==> src/rtl/keccak_pkg.sv <==
// Shared Keccak sponge constants and the absorb-side state encoding.
package keccak_pkg;

  localparam int         RATE_SHAKE128 = 1344;
  localparam int         RATE_SHAKE256 = 1088;
  localparam logic [7:0] DSEP_SHAKE    = 8'h1F;
  localparam logic [7:0] DSEP_SHA3     = 8'h06;
  localparam logic [7:0] PAD_FINAL     = 8'h80;

  typedef enum logic [1:0] {
    FILL = 2'd0,
    PAD  = 2'd1,
    OUT  = 2'd2
  } absorb_state_t;

endpackage

==> src/rtl/keccak_pad_insert.sv <==
// Combinational pad10*1 insertion: ORs the domain byte at pad_pos and 8'h80 into the last rate byte.
module keccak_pad_insert
  import keccak_pkg::*;
#(
  parameter int RATE_BITS = RATE_SHAKE256,
  parameter int POS_W     = 8
) (
  input  logic [RATE_BITS-1:0] buf_in,
  input  logic [POS_W-1:0]     pad_pos,
  input  logic [7:0]           dsep,
  output logic [RATE_BITS-1:0] buf_out
);

  localparam int RATE_BYTES = RATE_BITS / 8;

  always_comb begin
    buf_out = buf_in;
    for (int i = 0; i < RATE_BYTES; i++) begin
      if (pad_pos == POS_W'(i)) begin
        buf_out[8*i +: 8] = buf_in[8*i +: 8] | dsep;
      end
    end
    // Applied after the domain byte so both marks merge when pad_pos is the last byte.
    buf_out[RATE_BITS-8 +: 8] = buf_out[RATE_BITS-8 +: 8] | PAD_FINAL;
  end

endmodule

==> src/rtl/keccak_absorb_packer.sv <==
// Packs byte-lane input beats into RATE_BITS sponge blocks and applies pad10*1 with a domain byte.
// Optional macro KECCAK_ABSORB_DSEP_PORT_EN adds a run-time dsep_in port sampled per message.
module keccak_absorb_packer
  import keccak_pkg::*;
#(
  parameter int         RATE_BITS = RATE_SHAKE256,
  parameter int         IN_W      = 64,
  parameter logic [7:0] DSEP      = DSEP_SHAKE
) (
  input  logic                      clk,
  input  logic                      reset,
  input  logic [IN_W-1:0]           in_data,
  input  logic                      in_valid,
  output logic                      in_ready,
  input  logic                      in_last,
  input  logic [$clog2(IN_W/8):0]   in_last_bytes,
  output logic [RATE_BITS-1:0]      blk_data,
  output logic                      blk_valid,
  input  logic                      blk_ready,
  output logic                      blk_last
`ifdef KECCAK_ABSORB_DSEP_PORT_EN
  ,
  input  logic [7:0]                dsep_in
`endif
);

  localparam int BEAT_BYTES = IN_W / 8;
  localparam int RATE_BYTES = RATE_BITS / 8;
  localparam int BPB        = RATE_BITS / IN_W;
  localparam int BI_W       = (BPB > 1) ? $clog2(BPB) : 1;
  localparam int LB_W       = $clog2(BEAT_BYTES) + 1;
  localparam int PP_W       = $clog2(RATE_BYTES + 1);

  absorb_state_t          state_q, state_d;
  logic [BI_W-1:0]        beat_idx_q, beat_idx_d;
  logic [RATE_BITS-1:0]   blk_buf_q, blk_buf_d;
  logic [PP_W-1:0]        pad_pos_q, pad_pos_d;
  logic                   pad_pending_q, pad_pending_d;
  logic                   blk_last_q, blk_last_d;
  logic [RATE_BITS-1:0]   padded_buf;
  logic [7:0]             dsep_eff;
  logic [IN_W-1:0]        wdata;
  logic [LB_W-1:0]        nbytes;
  logic [PP_W-1:0]        pos;
  logic                   accept;

  // Illegal byte counts above a full beat are treated as a full beat.
  function automatic logic [LB_W-1:0] clamp_bytes(input logic [LB_W-1:0] n);
    return (n > LB_W'(BEAT_BYTES)) ? LB_W'(BEAT_BYTES) : n;
  endfunction

`ifdef KECCAK_ABSORB_DSEP_PORT_EN
  logic       msg_active_q, msg_active_d;
  logic [7:0] dsep_q, dsep_d;

  // The domain byte is latched on the first beat so it cannot change mid-message.
  always_comb begin
    msg_active_d = msg_active_q;
    dsep_d       = dsep_q;
    if (accept && !msg_active_q) begin
      msg_active_d = 1'b1;
      dsep_d       = dsep_in;
    end
    if (blk_valid && blk_ready && blk_last_q) begin
      msg_active_d = 1'b0;
    end
  end

  always_ff @(posedge clk) begin
    if (reset) begin
      msg_active_q <= 1'b0;
      dsep_q       <= DSEP;
    end else begin
      msg_active_q <= msg_active_d;
      dsep_q       <= dsep_d;
    end
  end

  assign dsep_eff = dsep_q;
`else
  assign dsep_eff = DSEP;
`endif

  assign in_ready  = (state_q == FILL) && !reset;
  assign accept    = in_valid && in_ready;
  assign blk_valid = (state_q == OUT);
  assign blk_data  = blk_buf_q;
  assign blk_last  = blk_last_q;

  keccak_pad_insert #(
    .RATE_BITS (RATE_BITS),
    .POS_W     (PP_W)
  ) u_pad_insert (
    .buf_in  (blk_buf_q),
    .pad_pos (pad_pos_q),
    .dsep    (dsep_eff),
    .buf_out (padded_buf)
  );

  always_comb begin
    state_d       = state_q;
    beat_idx_d    = beat_idx_q;
    blk_buf_d     = blk_buf_q;
    pad_pos_d     = pad_pos_q;
    pad_pending_d = pad_pending_q;
    blk_last_d    = blk_last_q;
    wdata         = in_data;
    nbytes        = clamp_bytes(in_last_bytes);
    pos           = PP_W'(beat_idx_q) * PP_W'(BEAT_BYTES) + PP_W'(nbytes);

    unique case (state_q)
      FILL: begin
        if (accept) begin
          for (int k = 0; k < BEAT_BYTES; k++) begin
            if (in_last && (LB_W'(k) >= nbytes)) begin
              wdata[8*k +: 8] = 8'h00;
            end
          end
          for (int b = 0; b < BPB; b++) begin
            if (beat_idx_q == BI_W'(b)) begin
              blk_buf_d[b*IN_W +: IN_W] = wdata;
            end
          end
          if (in_last) begin
            pad_pos_d  = pos;
            beat_idx_d = '0;
            blk_last_d = 1'b0;
            // A block filled exactly by the message needs a second, padding-only block.
            if (pos == PP_W'(RATE_BYTES)) begin
              pad_pending_d = 1'b1;
              state_d       = OUT;
            end else begin
              state_d = PAD;
            end
          end else if (beat_idx_q == BI_W'(BPB - 1)) begin
            beat_idx_d = '0;
            blk_last_d = 1'b0;
            state_d    = OUT;
          end else begin
            beat_idx_d = beat_idx_q + 1'b1;
          end
        end
      end
      PAD: begin
        blk_buf_d  = padded_buf;
        blk_last_d = 1'b1;
        state_d    = OUT;
      end
      OUT: begin
        if (blk_ready) begin
          blk_buf_d  = '0;
          blk_last_d = 1'b0;
          if (pad_pending_q) begin
            pad_pos_d     = '0;
            pad_pending_d = 1'b0;
            state_d       = PAD;
          end else begin
            state_d = FILL;
          end
        end
      end
      default: state_d = FILL;
    endcase
  end

  always_ff @(posedge clk) begin
    if (reset) begin
      state_q       <= FILL;
      beat_idx_q    <= '0;
      blk_buf_q     <= '0;
      pad_pos_q     <= '0;
      pad_pending_q <= 1'b0;
      blk_last_q    <= 1'b0;
    end else begin
      state_q       <= state_d;
      beat_idx_q    <= beat_idx_d;
      blk_buf_q     <= blk_buf_d;
      pad_pos_q     <= pad_pos_d;
      pad_pending_q <= pad_pending_d;
      blk_last_q    <= blk_last_d;
    end
  end

endmodule
==> config.mk <==
export PLATFORM = sky130hd
export DESIGN_NAME = keccak_absorb_packer
export DESIGN_NICKNAME = d
export VERILOG_FILES = /design/src/rtl/keccak_pkg.sv /design/src/rtl/keccak_pad_insert.sv /design/src/rtl/keccak_absorb_packer.sv
export SDC_FILE = /design/constraint.sdc
export NUM_CORES = 2
export LEC_CHECK = 0
export BUFFER_PORTS_ARGS = -buffer_cell sky130_fd_sc_hd__buf_4
export CORE_AREA = 4 4 445 447
export CTS_BUF_LIST = sky130_fd_sc_hd__clkbuf_8
export DETAILED_ROUTE_END_ITERATION = 16
export DIE_AREA = 0 0 449 451
export PLACE_DENSITY = 0.4
export SYNTH_ARGS = -nofsm -noshare
export SYNTH_HDL_FRONTEND = slang
export SYNTH_SLANG_ARGS = --single-unit
==> constraint.sdc <==
create_clock -name clk -period 3.5 [get_ports clk]
set_input_delay 0.525 -clock clk [delete_from_list [all_inputs] [get_ports clk]]
set_output_delay 0.525 -clock clk [all_outputs]
set_load 0.02 [all_outputs]
* After elaboration in Yosys (flattened, before gate mapping) *
Cells that the tools add are included.

word-level totals
  register bits after elaboration = 1105
  bits of input ports = 73

operators by class
  $add $sub $neg = 2
  $lt $le $gt $ge = 9
  equal/unequal tests = 313
  mux-type cells = 188
  bitwise logic cells = 1
  reduce and logical (&&, ||, !) cells = 175

operators with widths
  cell                                                                   number
  1088-bit case mux with 3 select lines                                  1
  1088-bit 2-to-1 mux                                                    2
  64-bit 2-to-1 mux                                                      17
  5-bit AND reduction                                                    155
  5-bit 2-to-1 mux                                                       138
  8-bit by 7-bit == test with 1-bit output (second input constant)       64
  2-bit by 1-bit != test with 1-bit output (second input constant)       156
  8-bit by 6-bit == test with 1-bit output (second input constant)       32
  8-bit by 5-bit == test with 1-bit output (second input constant)       16
  8-bit 2-to-1 mux                                                       12
  8-bit == test (second input constant)                                  9
  8-bit by 4-bit == test with 1-bit output (second input constant)       8
  5-bit by 4-bit == test with 1-bit output (second input constant)       8
  8-bit by 3-bit == test with 1-bit output (second input constant)       4
  5-bit by 3-bit == test with 1-bit output (second input constant)       4
  8-bit by 2-bit == test with 1-bit output (second input constant)       2
  3-bit by 4-bit >= comparator with 1-bit output (first input constant)  4
  8-bit case mux with 2 select lines                                     1
  5-bit by 2-bit == test with 1-bit output (second input constant)       2
  1-bit logical AND                                                      10
  2-bit 2-to-1 mux                                                       5
  8-bit by 4-bit adder with 8-bit output                                 1
  8-bit by 1-bit == test with 1-bit output (second input constant)       1
  1-bit by 4-bit >= comparator with 1-bit output (first input constant)  2
  24 further kinds                                                       34

* Logic depth before layout (Yosys ltp) *
  depth in word-level cells = 8
  gate-level depth with buffers = 9
  gate-level depth less buffers = 7

* Hierarchy *
Synthesis repeated with hierarchy kept, for this count alone.

second synthesis, totals
  cells, all modules = 7011
  area, all modules = 60895.9 um^2

modules (own cells, without submodules)
  module                instances  cells each  area each (um^2)  sequential area each (um^2)
  keccak_absorb_packer  1          5216        48097.4           22121.2
  keccak_pad_insert     1          1795        12798.5           0.0

* Worst setup path before layout *
No wires, ideal clock.

  kind = flip-flop to flip-flop
  start point = register state_q[0]
  end point = register blk_buf_q[989], in the netlist blk_data[989]
  arrival = 2.162 ns
  slack = 1.210 ns
  stages on the path, launching flop included = 9
  buffers on the path = 2
  path through = dfxtp_1 > inv_1 > ha_1 > nor2b_1 > buf_2 > a2111oi_4 > buf_6 > mux2i_1 > nor2_1

RTL lines
  what                                                                                             RTL line                     source
  start, declared                                                                                  keccak_absorb_packer.sv:34   absorb_state_t state_q, state_d;
  start signal, assigned                                                                           keccak_absorb_packer.sv:175  state_q <= state_d;
  2-bit == test (*)                                                                                -
  named net blk_valid                                                                              keccak_absorb_packer.sv:18   output logic blk_valid,
  2-bit by 1-bit != test with 1-bit output (no source line) or 2-bit nonzero test (tied branches)  -
  5-bit AND reduction (no source line)                                                             -
  end signal, assigned                                                                             keccak_absorb_packer.sv:177  blk_buf_q <= blk_buf_d;
  end, declared                                                                                    keccak_absorb_packer.sv:36   logic [RATE_BITS-1:0] blk_buf_q, blk_buf_d;

The timed path passes the listed nets; every way through them passes the cells marked *.
A chain may end at the register's enable or synchronous reset.

* Final worst setup path *
  start point = register state_q[0]
  end point = register blk_buf_q[846], in the netlist blk_data[846]

on the way
  cells in the longest elaborated chain, start to end = 5

RTL lines
  what                                  RTL line                                                 source
  2-bit logical NOT                     keccak_absorb_packer.sv:84, keccak_absorb_packer.sv:111
  1-bit logical AND                     keccak_absorb_packer.sv:84                               assign in_ready = (state_q == FILL) && !reset;
  1-bit logical AND                     keccak_absorb_packer.sv:85                               assign accept = in_valid && in_ready;
  2-bit != test (no source line)        -
  5-bit AND reduction (no source line)  -

Parallel ways exist; a longest one is shown, timed or not.

==> summary.md <==
The flow ran to the end, and the final reports show no timing, DRC or antenna violations. Net switching is 47.3% of the power. Across the VDD grid, the largest voltage drop is 0.502 mV.

The finished layout holds 8511 standard cells, fillers aside. The final worst-path cycle share was 88.7%. Dividing total power by cell area gives a power density of 988 mW/mm². For this run, the post-layout net count is 5886.

The final-report hold violation count is 0, and the routed length per placed instance is 28.8 µm. The ratio of cells with drive above 1 in the final layout is 31.5%. DRC marker count from the first detailed-route iteration: 3085. By area, the combinational part of the netlist is dominated by multiplexers. The mux contribution to synthesized area works out to 16.0%. For the signal arrival time at the worst endpoint, the log shows 3970 ps. The tools report the max-slew violation count as 0. After technology mapping, the gate count stands at 4689. STA classifies the critical path startpoint as a flop.

Summing the areas of all xor and xnor instances in the mapped netlist gives 0.119% of the synthesized area. Across all register-to-register paths, the minimum setup slack is 390 ps. Total met2 wirelength after detailed routing: 128 mm.

The run gives 64 as the number of unique standard cell types used by synthesis. In the routed design, unresolved DRC markers number 0. The adder-cell share of the synthesized area is 0.311%.

The number of cells on the worst reg-to-reg path is 7. The via count of the first global-routing pass was 39.6k. The worst setup path is captured at a flop. The maximum fanout along the worst path was 98; the vertical extent of the die was 451 µm.

Total nets after synthesis: 4773. The number of gates resized after CTS was 0. The synthesized flop and latch total works out to 1105. The analysis attributes to cell leakage a power of 0.0275 µW. For this run, the top clock speed supported by timing is 322 MHz.

The tools report the clock sink count as 1105. Complex-gate fraction of the synthesized area: 13.0%. After synthesis, the cell types taking the most area are sky130_fd_sc_hd__dfxtp_1, sky130_fd_sc_hd__mux2i_1, sky130_fd_sc_hd__nand2_1, sky130_fd_sc_hd__o21ai_0, sky130_fd_sc_hd__a21oi_1. Across the run, the number of max-cap violations was 0. The final core utilization is 31.5%.

Overall fraction of global-route tracks in use: 23.1%. Pin placement for this block handled 1164 I/O pins. Setup violations remaining at the end of the flow were counted as 0. Routability-driven placement finished with a final weighted congestion of 0.810. The analysis attributes to net switching a power of 28600 µW.

In the final routing, the length of wire on met1 measures 93.0 mm. TritonCTS built the clock tree. The tools report the total number of vias as 40.3k. The largest total area in the synthesized netlist belongs to sky130_fd_sc_hd__dfxtp_1. Setup repair after global routing left no endpoint under its margin. The worst hold path belongs to the class in2reg. The count of buffers inserted at the top-level ports came out at 1163. Among all flip-flop cells after synthesis, the most frequent one is sky130_fd_sc_hd__dfxtp_1.

The summed negative setup slack over all endpoints was 0 ps. Internal power comes to 31800 µW. The worst-margin pin slew was 1190 ps; the total length of routed wires was 245 mm.

Cell with the most instances after synthesis: sky130_fd_sc_hd__dfxtp_1. Per report_power, the sequential group accounts for 28.6% of the total. Fraction of post-synthesis cell area in the top cell type by area: 50.0%. The first global-routing pass estimated 334 mm of wire. The die area was 0.202 mm²; the instance count along the most critical hold path was 4.

From left edge to right edge, the die measures 449 µm. Clock skew on the completed layout was measured at 48.8 ps. Counting instances in the post-synthesis netlist gives the leading cell types as sky130_fd_sc_hd__dfxtp_1, sky130_fd_sc_hd__mux2i_1, sky130_fd_sc_hd__nand2_1.

The cell area that synthesis handed to floorplanning was 0.0443 mm². Counting the fill cells in the layout gives 20.5k. The CTS clock-pin slew for the worst setup and hold paths was 60 ps; the headroom to the max-slew limit was 20.6%. The HPWL after detailed placement is 176 mm.

The share of synthesized cell area in and, or, nand and nor gates is 15.8%, and the remaining global-route overflow is 0. Entering global routing, the biggest net connects 201 pins. The clock latency of the later-clocked register in the worst-skew pair was 970 ps. The growth of design area from synthesis to finish works out to 37.9%. After clock tree synthesis, the setup repair step added 0 buffers.

TritonCTS created 202 clock buffers. The worst hold-check slack was 199 ps; the H-tree depth reported by CTS was 4. The clock passes through at most 3 buffers.

The clock period minus final worst setup slack is 3110 ps, and the proportion of synthesized chip area in sequential cells is 50.0%. The met3 layer wire length in the routed design is 17.1 mm, and the area of the core is 0.194 mm². The logs give 8112 for the cell total after placement and 24 for the initial antenna violation count. In this run the remaining antenna-violating nets after routing total 0. After routing the design area is 0.0611 mm². Of the total power, the clock network draws 22.0%.

The tree is rooted in a sky130_fd_sc_hd__clkbuf_8. The yosys synthesis warning count was 0; the share of flip-flops with an asynchronous set or reset was 0%. Combinational logic is responsible for 49.5% of the overall power. The floorplan has 162 rows. For the worst setup path, the data required time is 4360 ps. The highest metal layer carrying signal wires in the routed design is met5. For the number of optimization iterations in the first detailed-route pass, the log shows 5. The critical path is of the reg2reg type. The post-placement cell area was 0.0565 mm². After detailed routing, the number of vias per cell comes to 4.74. The average instance in the mapped netlist occupies 9.44 µm². For this configuration, the core starts out at a cell density of 22.8%.

The number of synthesized flops with an enable pin was 0.
==> worst paths after layout <==
check,to,from
hold reg to reg,blk_data[604],blk_data[604]
hold / removal,blk_data[144],in_data[16]
setup / recovery,blk_data[846],state_q[0]
setup reg to reg,blk_data[846],state_q[0]
==> final cells by class <==
type	instances	area, µm²	share of cell area (%)
Antenna cell	7	17.5	0.0287
Clock buffer	270	3720	6.08
Clock inverter	94	607	0.993
Inverter	33	131	0.215
Multi-Input combinational cell	3108	20700	33.8
Sequential cell	1105	22100	36.2
Tap cell	2542	3180	5.21
Timing Repair Buffer	1352	10700	17.5
==> layout by cell type (no fill, tap or decap), drive strengths merged, types with 3 or more instances in the layout <==
cell type and count:
nand2 700, diode 7, ha 11, a2111oi 4, mux2i 706, a211oi 24
clkbuf 270, nor2 33, nor3b 27, a21oi 401, buf 1324, nor2b 6
nand4 6, nor3 5, nand4b 5, nand2b 4, a21boi 13, xnor2 5
nand4bb 11, or3 5, clkinv 12, bufinv 5, or4b 8, o2111ai 3
dlygate4sd3 28, a31oi 20, o21ai 564, and2 3, inv 109, nand3 517
dfxtp 1105
==> cell families (layout without fill, tap and decap cells) <==
family                     count (synthesis)  after routing
AOI/OAI and AO/OA                       1042           1042
xor gates and xnor gates                   6              6
adders and majority gates                 11             11
buffers and inverters                    476           1749
DFF                                     1105           1105
muxes                                    708            708
other                                      0              7
and+or+nand+nor                         1341           1341
==> power groups by stage <==
stage	Combinational (µW)	Clock [µW]	Sequential, µW
2_1_floorplan	12600	0	20300
3_3_place_gp	30300	0	17400
3_5_place_dp	30300	0	17400
4_1_cts	30400	13700	17200
5_1_grt	31400	14200	17500
6_report	29900	13300	17200
==> per-stage QoR <==
stage	total power, µW	worst slack (ps)
finish	60400	394
CTS	61300	381
floorplan	32900	1210
global placement	47700	451
global route	63100	170
detailed placement	47700	365
==> flip-flops by register name, indices dropped and copies added (netlist names) <==
name	count
blk_last	1
blk_data	1088
state_q	2
pad_pos_q	8
beat_idx_q	5
pad_pending_q	1
==> routing by layer <==
| metal | GRT usage [%] | up-vias |
|---|---|---|
| li1 | - | 18600 |
| met1 | 25.6 | 19900 |
| met2 | 42.2 | 1477 |
| met3 | 6.65 | 328 |
| met4 | 7.29 | 4 |
| met5 | 0 | - |
==> critical path, cell delays in order (launching register included) <==
cell and delay, ps:
sky130_fd_sc_hd__dfxtp_1 370, sky130_fd_sc_hd__inv_1 160, sky130_fd_sc_hd__ha_1 380, sky130_fd_sc_hd__nor2b_1 930
sky130_fd_sc_hd__a211o_4 390, sky130_fd_sc_hd__buf_12 370, sky130_fd_sc_hd__o21ai_0 180, sky130_fd_sc_hd__a21oi_1 170
==> what timing repair did <==
action	4_1_cts	5_1_grt
hold buffers	28	0
endpoints found under the setup margin	0	0
hold endpoints to repair	135	0
Note: power is estimated with default switching activity, not from simulation.
